`src/rtl/instr_fetch_unit.sv`:
```
// Instruction fetch stage: sequential prefetch into a DEPTH-entry in-order buffer, flushed on a pc discontinuity.
// Optional build macro IFU_BYPASS_EN forwards an acked word straight to instr while the buffer is empty.
module instr_fetch_unit #(
    parameter int unsigned DEPTH    = 4,
    parameter logic [31:0] RESET_PC = 32'h0000_0000
) (
    input  logic        clk,
    input  logic        reset,
    input  logic [31:0] pc,
    output logic [31:0] instr,
    output logic        instr_valid,
    output logic        mem_req,
    output logic [31:0] mem_addr,
    input  logic        mem_ack,
    input  logic [31:0] mem_rdata
);
    localparam int unsigned PW = $clog2(DEPTH);
    localparam int unsigned CW = PW + 1;
    localparam logic [CW-1:0] DEPTH_C = CW'(DEPTH);

    logic [31:0]   base_q, base_d;
    logic [CW-1:0] count_q, count_d;
    logic [PW-1:0] head_q, head_d;
    logic          mem_req_q, mem_req_d;
    logic [31:0]   mem_addr_q, mem_addr_d;
    logic          drop_q, drop_d;
    logic [31:0]   fifo_q [DEPTH];

    logic [31:0]   pc_al_s;
    logic [PW-1:0] next_s, tail_s;
    logic          aligned_s, hit0_s, hit1_s, adv_s, wait_s, miss_s;
    logic          pop_s, ack_s, wr_s;

    // Classify the requested pc against the buffered window.
    always_comb begin
        pc_al_s   = {pc[31:2], 2'b00};
        aligned_s = (pc[1:0] == 2'b00);
        hit0_s    = aligned_s && (count_q >= CW'(1)) && (pc == base_q);
        hit1_s    = aligned_s && (count_q >= CW'(2)) && (pc == base_q + 32'd4);
        adv_s     = aligned_s && (count_q == CW'(1)) && (pc == base_q + 32'd4);
        wait_s    = aligned_s && (count_q == CW'(0)) && (pc == base_q);
        miss_s    = !(hit0_s || hit1_s || adv_s || wait_s);
        pop_s     = hit1_s || adv_s;
        ack_s     = mem_req_q && mem_ack;
        wr_s      = ack_s && !drop_q && !miss_s;
        next_s    = head_q + PW'(1);
        tail_s    = head_q + count_q[PW-1:0];
    end

    // Instruction output mux.
    always_comb begin
        instr_valid = 1'b0;
        instr       = 32'h0000_0000;
        if (hit0_s) begin
            instr_valid = 1'b1;
            instr       = fifo_q[head_q];
        end else if (hit1_s) begin
            instr_valid = 1'b1;
            instr       = fifo_q[next_s];
`ifdef IFU_BYPASS_EN
        end else if (wait_s && ack_s && !drop_q && (mem_addr_q == pc)) begin
            instr_valid = 1'b1;
            instr       = mem_rdata;
`endif
        end else begin
            instr_valid = 1'b0;
            instr       = 32'h0000_0000;
        end
    end

    // Next-state: buffer window, request address and flush/drop handling.
    always_comb begin
        base_d     = base_q;
        count_d    = count_q;
        head_d     = head_q;
        drop_d     = drop_q;
        mem_addr_d = mem_addr_q;
        mem_req_d  = mem_req_q;
        if (miss_s) begin
            base_d    = pc_al_s;
            count_d   = CW'(0);
            head_d    = PW'(0);
            mem_req_d = 1'b1;
            // An outstanding un-acked request must complete first; its data is discarded.
            if (mem_req_q && !mem_ack) begin
                drop_d = 1'b1;
            end else begin
                drop_d     = 1'b0;
                mem_addr_d = pc_al_s;
            end
        end else begin
            if (pop_s) begin
                base_d = base_q + 32'd4;
                head_d = next_s;
            end else begin
                base_d = base_q;
                head_d = head_q;
            end
            count_d = count_q - CW'(pop_s) + CW'(wr_s);
            if (drop_q && ack_s) begin
                drop_d     = 1'b0;
                mem_addr_d = base_q;
            end else if (wr_s) begin
                mem_addr_d = mem_addr_q + 32'd4;
            end else begin
                mem_addr_d = mem_addr_q;
            end
            mem_req_d = (count_d < DEPTH_C);
        end
    end

    // Control state registers.
    always_ff @(posedge clk or negedge reset) begin
        if (!reset) begin
            base_q     <= RESET_PC;
            count_q    <= CW'(0);
            head_q     <= PW'(0);
            mem_req_q  <= 1'b0;
            mem_addr_q <= RESET_PC;
            drop_q     <= 1'b0;
        end else begin
            base_q     <= base_d;
            count_q    <= count_d;
            head_q     <= head_d;
            mem_req_q  <= mem_req_d;
            mem_addr_q <= mem_addr_d;
            drop_q     <= drop_d;
        end
    end

    // Prefetch data storage, written at the tail.
    always_ff @(posedge clk or negedge reset) begin
        if (!reset) begin
            for (int i = 0; i < int'(DEPTH); i++) begin
                fifo_q[i] <= 32'h0000_0000;
            end
        end else if (wr_s) begin
            fifo_q[tail_s] <= mem_rdata;
        end else begin
            fifo_q[tail_s] <= fifo_q[tail_s];
        end
    end

    assign mem_req  = mem_req_q;
    assign mem_addr = mem_addr_q;

endmodule

```
`config.mk`:
```
export PLATFORM = sky130hd
export DESIGN_NAME = instr_fetch_unit
export DESIGN_NICKNAME = d
export VERILOG_FILES = /design/src/rtl/instr_fetch_unit.sv
export SDC_FILE = /design/constraint.sdc
export NUM_CORES = 1
export LEC_CHECK = 0
export CAP_MARGIN = 0
export CORE_ASPECT_RATIO = 2
export CORE_UTILIZATION = 55
export CTS_BUF_LIST = sky130_fd_sc_hd__clkbuf_4 sky130_fd_sc_hd__clkbuf_8 sky130_fd_sc_hd__clkbuf_16
export DETAILED_ROUTE_END_ITERATION = 10
export HOLD_SLACK_MARGIN = 0.1
export PLACE_DENSITY = 0.77
export SLEW_MARGIN = 25
export SYNTH_ARGS = -nofsm -noshare
export SYNTH_HDL_FRONTEND = slang
export SYNTH_SLANG_ARGS = --single-unit
```
`constraint.sdc`:
```
create_clock -name clk -period 5.4 [get_ports clk]
set_clock_uncertainty 0.2 [all_clocks]
set_input_delay 0.54 -clock clk [delete_from_list [all_inputs] [get_ports clk]]
set_output_delay 0.54 -clock clk [all_outputs]
set_load 0.05 [all_outputs]
```
==> flow_summary.json, run 1 <==
{
  "wl_mm": 29.9,
  "drv_slew": 0,
  "power.density_nw_per_um2": 234,
  "critPathCaptureType": "output pin",
  "die_w_um": 104,
  "antenna_cells": 0,
  "synthArstFlopShare_pct": 100,
  "multi_input_area_um2": 5830,
  "avgSynthCellArea_um2": 10.5,
  "firstDrtPassIters": 5,
  "grt_start_max_net_pins": 146,
  "area_growth_pct": 20.5,
  "fill_cells": 1510,
  "grt-ovfl-total": 0,
  "synth_edf_count": 0,
  "vdd_ir_drop_max_mv": 0.187,
  "synth_compound_area_share_pct": 16.1,
  "drt-met1-wl_mm": 10.6,
  "clkSinkCount": 196,
  "vias_per_cell": 6.52,
  "drc_errors": 0,
  "crit_type": "reg2out",
  "rsz0062_at_grt": "no",
  "whs_ns": 0.285,
  "setup_violations": 0,
  "grt_pass1_vias": 9511,
  "crit_fanout": 33,
  "max_cap_viol_count": 0,
  "cts.htree.levels": 4,
  "setup_tns_ns": 0,
  "cts_buffers": 17,
  "io_buffer_count": 132,
  "worstSkewPairLatency_ns": 0.43,
  "slew_headroom_pct": 32.2,
  "fin_util_pct": 67.4,
  "die-area_um2": 21200,
  "final_nets": 1214,
  "rows": 74,
  "drive_gt1_share_pct": 21.5,
  "ys_seq_area_share_pct": 43.2,
  "ys_ff_latch": 196,
  "hpwlAfterDp_mm": 20.1,
  "track_usage_pct": 29.1,
  "path_cells": "ha_1 > nand4_2 > or4_1 > o21a_1 > o41a_1 > a22oi_1 > nand3_1 > nor4_1 > a21oi_2 > buf_4 > a221oi_1 > buf_12",
  "synth_area_um2": 11300,
  "clkSlewWorstSetupHoldPaths_ns": 0.07,
  "arrival_ns": 4.34,
  "clock-root-buffer": "clkbuf_16",
  "cts_tree": "done",
  "antenna_found_initial": 0,
  "synthMuxAreaShare_pct": 16.4,
  "worst-path-buf-inv": 2,
  "synth-warning-count": 0,
  "status": "complete, no violations",
  "synthCells": 1076,
  "post-route-min-period_ns": 5.08,
  "dpl_cell_area_um2": 13100,
  "pre_cts_slack_ns": 0.322,
  "path_delay_family": "simple AND/OR/NAND/NOR gates",
  "hold_path_class": "reg2reg",
  "grt_pass1_wl_mm": 48.8,
  "drt-initial-drc-count": 426,
  "ant_nets": 0,
  "routabilityCongestion": 0.944,
  "routedWlPerCell_um": 21.1,
  "power.leakage_nw": 5.83,
  "vias": 9245,
  "die_y_um": 205,
  "synth_top_family_by_area": "multiplexers",
  "final_area_um2": 13700,
  "synth_cell_types": 63,
  "critPathMaxStageDelay_ns": 0.58,
  "fmax_mhz": 197,
  "cts_setup_buffers": 0,
  "wl_met3_mm": 1.29,
  "min_period_over_period_pct": 94.2,
  "yosys.area_share.xor_xnor_pct": 5.56,
  "setup_slack_ns": 0.315,
  "io-pin-count": 133,
  "dp_cells": 1385,
  "synth-main-ff-cell": "dfrtp_1",
  "finalHoldViolCount": 0,
  "synth_adder_area_share_pct": 0.948,
  "power.total_mw": 3.20,
  "seqCellArea_um2": 4910,
  "worstMarginPinSlew_ns": 1.01,
  "critPathLaunchType": "flip-flop",
  "start_util_pct": 56.0,
  "cp_slowest_cell": "or4_1",
  "route.met2.wl_mm": 16.6,
  "syn-num-nets": 1151,
  "clockBufferDepth": 2,
  "core-area_um2": 20300,
  "fin_cells": 1417,
  "synthSimpleGateAreaFrac_pct": 12.0,
  "cp.required_ns": 4.66,
  "top_layer": "met4"
}
[layout make-up]
cell class / count / area share, %
Clock buffer: 20 / 3.37
Clock inverter: 11 / 0.878
Inverter: 40 / 1.11
Multi-Input combinational cell: 725 / 42.6
Sequential cell: 196 / 35.9
Tap cell: 266 / 2.43
Timing Repair Buffer: 159 / 13.7
[where the power goes]
part           internal, mW  switching, mW
clock                 0.675          0.574
sequential             1.50         0.0481
combinational         0.159          0.244
total                  2.33          0.866
[metal layers]
metal,GRT usage [%],vias up
met4,17.7,0
met3,3.56,96
met2,54.4,344
met5,0,-
met1,30.9,4625
li1,-,4180
[synth_stat cells (10+ instances only)]
library cell  number  area (µm²)
buf_2             18        90.1
mux2_1            28         315
or3_1             37         231
nor4_1            10        62.6
clkbuf_1          86         323
a221oi_1          57         499
nand4_1           21         131
inv_1             40         150
o221ai_1          64         561
nand2_1           37         139
nand3_1           24         120
xor2_1            16         140
xnor2_1           56         490
nor2_1            39         146
mux2_2           132        1490
a21oi_1           25         125
o31ai_1           35         263
dfrtp_1          196        4900
o21ai_0           21         105
nor3_1            39         195
[layout by cell type, fill, tap and decap left out, types with 35 or more instances in the layout]
cell / instances
a221oi_1: 55
clkdlybuf4s50_1: 98
dfrtp_1: 194
inv_1: 39
mux2_2: 132
nand2_1: 37
nor2_1: 39
nor3_1: 39
o221ai_1: 64
o31ai_1: 35
or3_1: 37
xnor2_1: 56
[cells by family (layout without fill, tap and decap cells)]
group                      after synthesis  count (layout)
buffers and inverters                  155             230
adders and majority gates                8               8
AOI/OAI and AO/OA                      233             233
xor gates and xnor gates                72              72
and+or+nand+nor                        246             246
muxes                                  166             166
DFF                                    196             196
[what timing repair did]
action,4_1_cts,5_1_grt
hold endpoints to repair,51,0
setup endpoints to repair,0,10
hold buffers,1,0
resized for setup,0,3
[sequential cells by signal (all words and copies together), names as in the netlist]
signal    count
base_q       30
count_q       3
drop_q        1
fifo_q      128
head_q        2
mem_addr     31
mem_req       1
[worst paths after layout]
| kind | startpoint | to | slack, ns | cells after the start |
|---|---|---|---|---|
| worst min-delay path | fifo_q[72] | fifo_q[72] | 0.28 | 1 |
| worst max register to register | base_q[8] | mem_req | 0.60 | 16 |
| max in group asynchronous | reset | fifo_q[90] | 3.41 | 3 |
| worst min register to register | fifo_q[72] | fifo_q[72] | 0.28 | 1 |
| min in group asynchronous | reset | fifo_q[73] | 0.42 | 2 |
| worst max-delay path | base_q[2] | instr[1] | 0.32 | 12 |
Power figures use the tool's default switching activity.
==> run 2, diff against run 1 <==
--- a/config.mk
+++ b/config.mk
@@ -7,7 +7,7 @@
 export LEC_CHECK = 0
 export CAP_MARGIN = 0
 export CORE_ASPECT_RATIO = 2
-export CORE_UTILIZATION = 55
+export CORE_UTILIZATION = 51
 export CTS_BUF_LIST = sky130_fd_sc_hd__clkbuf_4 sky130_fd_sc_hd__clkbuf_8 sky130_fd_sc_hd__clkbuf_16
 export DETAILED_ROUTE_END_ITERATION = 10
 export HOLD_SLACK_MARGIN = 0.1
==> constraint.sdc (replaced) <==
create_clock -name clk -period 4.55 [get_ports clk]
set_clock_uncertainty 0.2 [all_clocks]
set_input_delay 0.455 -clock clk [delete_from_list [all_inputs] [get_ports clk]]
set_output_delay 0.455 -clock clk [all_outputs]
set_load 0.05 [all_outputs]
==> run 2 against run 1 <==
  * The run now ends with setup timing left
  * Final area grew 9.6%
  * Final cell count rose by 7.0%
  * First-iteration DRC count up 20%
  * Utilization increased by 1.7 points
  * Clock power rose by 41%
  * Register-to-register slack worse by 0.50 ns
  * Critical endpoint is now instr[26]
  * Largest cell class unchanged
  * Largest power group unchanged
==> flow_summary.json, run 2 (synthesis gave the netlist of run 1 again) <==
{
  "status": "finished with violations",
  "violations": "setup timing",
  "rsz0062_at_grt": "yes",
  "largest_register": "fifo_q",
  "critPathLaunchType": "flip-flop",
  "rows": 76,
  "die-area_um2": 22900,
  "critPathCaptureType": "output pin",
  "finalHoldViolCount": 0,
  "dpl_cell_area_um2": 13700,
  "cp.required_ns": 3.89,
  "crit_fanout": 16,
  "slew_headroom_pct": 37.2,
  "worstSkewPairLatency_ns": 0.45,
  "post-route-min-period_ns": 4.58,
  "fin_util_pct": 69.1,
  "grt_pass1_vias": 10098,
  "worst-path-buf-inv": 4,
  "power.leakage_nw": 6.42,
  "final_cell_mix": "dfrtp_1, mux2_2, buf_4",
  "setup_slack_ns": -0.0349,
  "io_buffer_count": 132,
  "worstMarginPinSlew_ns": 0.942,
  "final_area_um2": 15000,
  "fmax_mhz": 218,
  "hold_path_class": "reg2reg",
  "path_cells": "ha_4 > nand4_4 > or4_4 > o21a_1 > o41a_1 > a22oi_2 > nand3_2 > nor4_4 > buf_4 > a21oi_4 > buf_12 > a221oi_2 > buf_4 > buf_12",
  "wl_mm": 33.6,
  "hpwlAfterDp_mm": 21.6,
  "critPathMaxStageDelay_ns": 0.55,
  "area_growth_pct": 32.1,
  "switchingPower_mw": 1.04,
  "clock-root-buffer": "clkbuf_16",
  "die_y_um": 213,
  "firstDrtPassIters": 4,
  "dp_cells": 1468,
  "internal_power_mw": 3.07,
  "die_w_um": 107,
  "cts.htree.levels": 4,
  "io-pin-count": 133,
  "vias": 9892,
  "largest_register_ffs": 128,
  "path_delay_family": "compound AO/OA/AOI/OAI gates",
  "grt_pass1_wl_mm": 51.8,
  "pre_cts_slack_ns": -0.308,
  "grt_start_max_net_pins": 107,
  "final_common_cell": "dfrtp_1",
  "clockBufferDepth": 2,
  "ant_nets": 0,
  "power_frac_comb_pct": 12.9,
  "routabilityCongestion": 0.963,
  "seqCellArea_um2": 4910,
  "min_period_over_period_pct": 101,
  "vdd_ir_drop_max_mv": 0.235,
  "drc_errors": 0,
  "crit_type": "reg2out",
  "setup_violations": 1,
  "grt-ovfl-total": 0,
  "power.total_mw": 4.12,
  "drv_slew": 0,
  "clkSlewWorstSetupHoldPaths_ns": 0.07,
  "drt-initial-drc-count": 511,
  "power.density_nw_per_um2": 275,
  "swShare_pct": 25.3,
  "fill_cells": 1557,
  "max_cap_viol_count": 0,
  "track_usage_pct": 29.6,
  "antenna_found_initial": 0,
  "drive_gt1_share_pct": 30.5,
  "clkSinkCount": 196,
  "antenna_cells": 0,
  "vias_per_cell": 6.53,
  "fin_cells": 1516,
  "p_seq_share_pct": 44.4,
  "start_util_pct": 52.3,
  "cp_slowest_cell": "or4_4",
  "pwr-share-clk_pct": 42.7,
  "cts_tree": "done",
  "routedWlPerCell_um": 22.2,
  "core-area_um2": 21700,
  "arrival_ns": 3.93,
  "cts_buffers": 17,
  "multi_input_area_um2": 6190,
  "final_nets": 1305
}
==> run 2: changes by cell type in the layout (fill, tap and decap cells not counted), moves of 2 or more <==
| cell | delta |
|---|---|
| a221oi_2 | +21 |
| a221oi_4 | +9 |
| a221oi_1 | -30 |
| buf_6 | +2 |
| clkinvlp_4 | -2 |
| inv_6 | -2 |
| bufinv_16 | +5 |
| buf_4 | +78 |
| nor4_1 | -3 |
| buf_12 | +10 |
| nor4_2 | +2 |
==> run 2: layout make-up <==
class / instances / area share (%)
multi-input cells: 725 / 41.3
well taps: 273 / 2.28
flip-flops and latches: 196 / 32.7
repair buffers: 250 / 18.1
clock buffers: 20 / 3.11
clock inverters: 12 / 1.49
inverters: 40 / 1.00
==> run 2: worst register-to-register path: stages (launching register included) <==
cell and delay (ns):
dfrtp_1 0.40, buf_4 0.16, nand4_1 0.17, nor4_4 0.45
buf_4 0.19, a21oi_1 0.09, a21oi_2 0.19, or4bb_1 0.43
or4b_4 0.55, or2_2 0.30, inv_1 0.07, ha_1 0.23
inv_1 0.06, ha_1 0.13, inv_1 0.05, fa_1 0.37
xor2_1 0.13, and2_1 0.15, inv_1 0.04
==> run 2: worst paths after layout <==
kind	startpoint	end	slack (ns)	cells after the start
max	base_q[3]	instr[26]	-0.03	14
min	fifo_q[31]	fifo_q[31]	0.28	1
max reg2reg	base_q[3]	mem_req	0.10	18
min reg2reg	fifo_q[31]	fifo_q[31]	0.28	1
max in group asynchronous	reset	fifo_q[56]	2.59	3
min in group asynchronous	reset	fifo_q[8]	0.39	2
==> run 2: layer usage <==
layer | share of wire [%] | up-vias | GRT usage [%]
met5 | 0 | - | 0
met4 | 6.3 | 0 | 20.4
met3 | 4.7 | 132 | 4.64
met2 | 54 | 431 | 53.1
met1 | 35 | 4967 | 31.3
li1 | - | 4362 | -
==> run 2: stage by stage <==
step / setup TNS (ns) / hold WS [ns]
floorplan: -6.54 / -0.0406
global placement: -4.31 / 0.263
detailed placement: -10.43 / 0.268
CTS: -0.0598 / 0.283
global route: -4.00 / 0.295
finish: -0.0349 / 0.283
==> run 2: power by group through the flow <==
| stage | sequential [mW] | clock [mW] | combinational, mW |
|---|---|---|---|
| finish | 1.83 | 1.76 | 0.532 |
| CTS | 1.83 | 1.77 | 0.522 |
| global route | 1.83 | 1.85 | 0.570 |
| detailed placement | 1.86 | 0 | 0.516 |
| global placement | 1.86 | 0 | 0.510 |
| floorplan | 1.93 | 0 | 0.191 |
==> run 2: what timing repair did <==
| item | 4_1_cts | 5_1_grt |
|---|---|---|
| pin swaps | 4 | 8 |
| gates cloned | 0 | 3 |
| setup buffers | 3 | 9 |
| hold endpoints to repair | 103 | 0 |
| endpoints found under the setup margin | 35 | 34 |
| hold buffers | 1 | 0 |
| resized for setup | 26 | 38 |
==> run 3, diff against run 2 <==
--- a/config.mk
+++ b/config.mk
@@ -7,11 +7,11 @@
 export LEC_CHECK = 0
 export CAP_MARGIN = 0
 export CORE_ASPECT_RATIO = 2
-export CORE_UTILIZATION = 51
+export CORE_UTILIZATION = 50
 export CTS_BUF_LIST = sky130_fd_sc_hd__clkbuf_4 sky130_fd_sc_hd__clkbuf_8 sky130_fd_sc_hd__clkbuf_16
 export DETAILED_ROUTE_END_ITERATION = 10
 export HOLD_SLACK_MARGIN = 0.1
-export PLACE_DENSITY = 0.77
+export PLACE_DENSITY = 0.75
 export SLEW_MARGIN = 25
 export SYNTH_ARGS = -nofsm -noshare
 export SYNTH_HDL_FRONTEND = slang
==> run 3 against run 2 <==
  * First-iteration DRC count up 23%
  * Sequential share of layout area up 0.35 points
  * Largest power group unchanged
  * Via count down 1.3%
  * Wire length down 0.81%
  * Setup slack better by 0.067 ns
  * Critical path depth unchanged
  * Global-route usage down 0.94 points
  * Final cell count down 0.46%
  * Final area down 1.1%
  * Combinational power about the same
  * The run now ends clean
  * Flip-flop and latch count unchanged
  * Die area up 2.0%
==> flow_summary.json, run 3 (synthesis gave the netlist of run 1 again) <==
{
  "crit_type": "reg2out",
  "pre_cts_slack_ns": -0.252,
  "antenna_found_initial": 0,
  "area_growth_pct": 30.7,
  "dp_cells": 1467,
  "hpwlAfterDp_mm": 21.4,
  "rsz0062_at_grt": "yes",
  "wl_mm": 33.3,
  "power.total_mw": 3.97,
  "io-pin-count": 133,
  "post-route-min-period_ns": 4.52,
  "clkSinkCount": 196,
  "whs_ns": 0.288,
  "hold_path_class": "reg2reg",
  "crit_fanout": 8,
  "min_period_over_period_pct": 99.3,
  "critPathLaunchType": "flip-flop",
  "grt_pass1_vias": 10211,
  "core-area_um2": 22200,
  "setup_tns_ns": 0,
  "final_common_cell": "dfrtp_1",
  "vdd_ir_drop_max_mv": 0.361,
  "drv_slew": 0,
  "largest_register": "fifo_q",
  "worstMarginPinSlew_ns": 0.939,
  "final_cell_mix": "dfrtp_1, mux2_2, clkdlybuf4s50_1",
  "cts_buffers": 17,
  "grt_start_max_net_pins": 111,
  "cp.required_ns": 3.89,
  "critPathCaptureType": "output pin",
  "cts.htree.levels": 4,
  "routabilityCongestion": 0.962,
  "setup_slack_ns": 0.0319,
  "max_cap_viol_count": 0,
  "die-area_um2": 23300,
  "power.leakage_nw": 6.35,
  "start_util_pct": 51.2,
  "routedWlPerCell_um": 22.1,
  "vias_per_cell": 6.47,
  "rr_startpoint": "base_q[23]",
  "die_y_um": 215,
  "min_from": "fifo_q[72]",
  "drt-initial-drc-count": 628,
  "startpoint": "base_q[3]",
  "fin_util_pct": 66.9,
  "ant_nets": 0,
  "dpl_cell_area_um2": 13800,
  "vias": 9766,
  "cts_tree": "done",
  "final_area_um2": 14800,
  "arrival_ns": 3.86,
  "final_nets": 1295,
  "worstSkewPairLatency_ns": 0.46,
  "setup_violations": 0,
  "finalHoldViolCount": 0,
  "clockBufferDepth": 2,
  "firstDrtPassIters": 5,
  "power.density_nw_per_um2": 268,
  "fin_cells": 1509,
  "antenna_cells": 0,
  "slew_headroom_pct": 37.4,
  "fmax_mhz": 221,
  "clock-root-buffer": "clkbuf_16",
  "drc_errors": 0,
  "io_buffer_count": 132,
  "track_usage_pct": 28.6,
  "largest_register_ffs": 128,
  "clkSlewWorstSetupHoldPaths_ns": 0.07,
  "drive_gt1_share_pct": 29.0,
  "grt_pass1_wl_mm": 51.5,
  "status": "complete, no violations",
  "grt-ovfl-total": 0,
  "die_w_um": 109,
  "rows": 77
}
-- run 3: changes by cell type in the layout (fill, tap and decap cells not counted), sizes merged --
cell and change:
clkinvlp +2, buf -11, inv -1, clkbuf -1
clkinv +3, bufinv -2
-- run 3: final timing paths --
kind / slack (ns) / depth (start not counted) / endpoint
max: 0.03 / 14 / instr[28]
min: 0.29 / 1 / fifo_q[72]
max reg2reg: 0.15 / 16 / mem_req
min reg2reg: 0.29 / 1 / fifo_q[72]
max in group asynchronous: 2.63 / 3 / mem_addr[28]
min in group asynchronous: 0.47 / 2 / fifo_q[7]
-- run 3: area by class of cell --
type	instances	area, µm²
flip-flops and latches	196	4910
clock inverters	14	185
repair buffers	240	2690
inverters	40	150
well taps	276	345
multi-input cells	725	6120
fillers	1685	7330
clock buffers	18	433
-- run 3: timing repair --
| action | 4_1_cts | 5_1_grt |
|---|---|---|
| endpoints found under the hold margin | 109 | 0 |
| gates cloned | 0 | 3 |
| gates resized for setup | 19 | 28 |
| hold buffers | 1 | 0 |
| setup buffers | 4 | 2 |
| pin swaps | 4 | 0 |
| setup endpoints to repair | 35 | 34 |
-- run 3: critical path, cell delays in order (launching register included) --
cell       delay (ns)
dfrtp_1          0.40
ha_4             0.17
nand4_4          0.13
or4_4            0.55
o21a_1           0.21
o41a_1           0.40
a22oi_2          0.23
nand3_2          0.14
nor4_4           0.17
buf_4            0.16
a21oi_4          0.10
clkbuf_16        0.23
a221oi_2         0.21
buf_4            0.18
buf_12           0.13
-- run 3: per-layer routing --
metal  global-route usage (%)  vias up  share of wire (%)
li1                         -     4349                  -
met1                     30.1     4892                 35
met2                     51.7      396                 54
met3                     4.22      129                4.4
met4                     18.2        0                6.0
met5                        0        -                  0
-- run 3: where the power goes --
part	internal, mW	leakage [nW]	switching, mW
Combinational	0.218	3.47	0.312
Clock	0.922	0.299	0.692
Sequential	1.78	2.57	0.0516
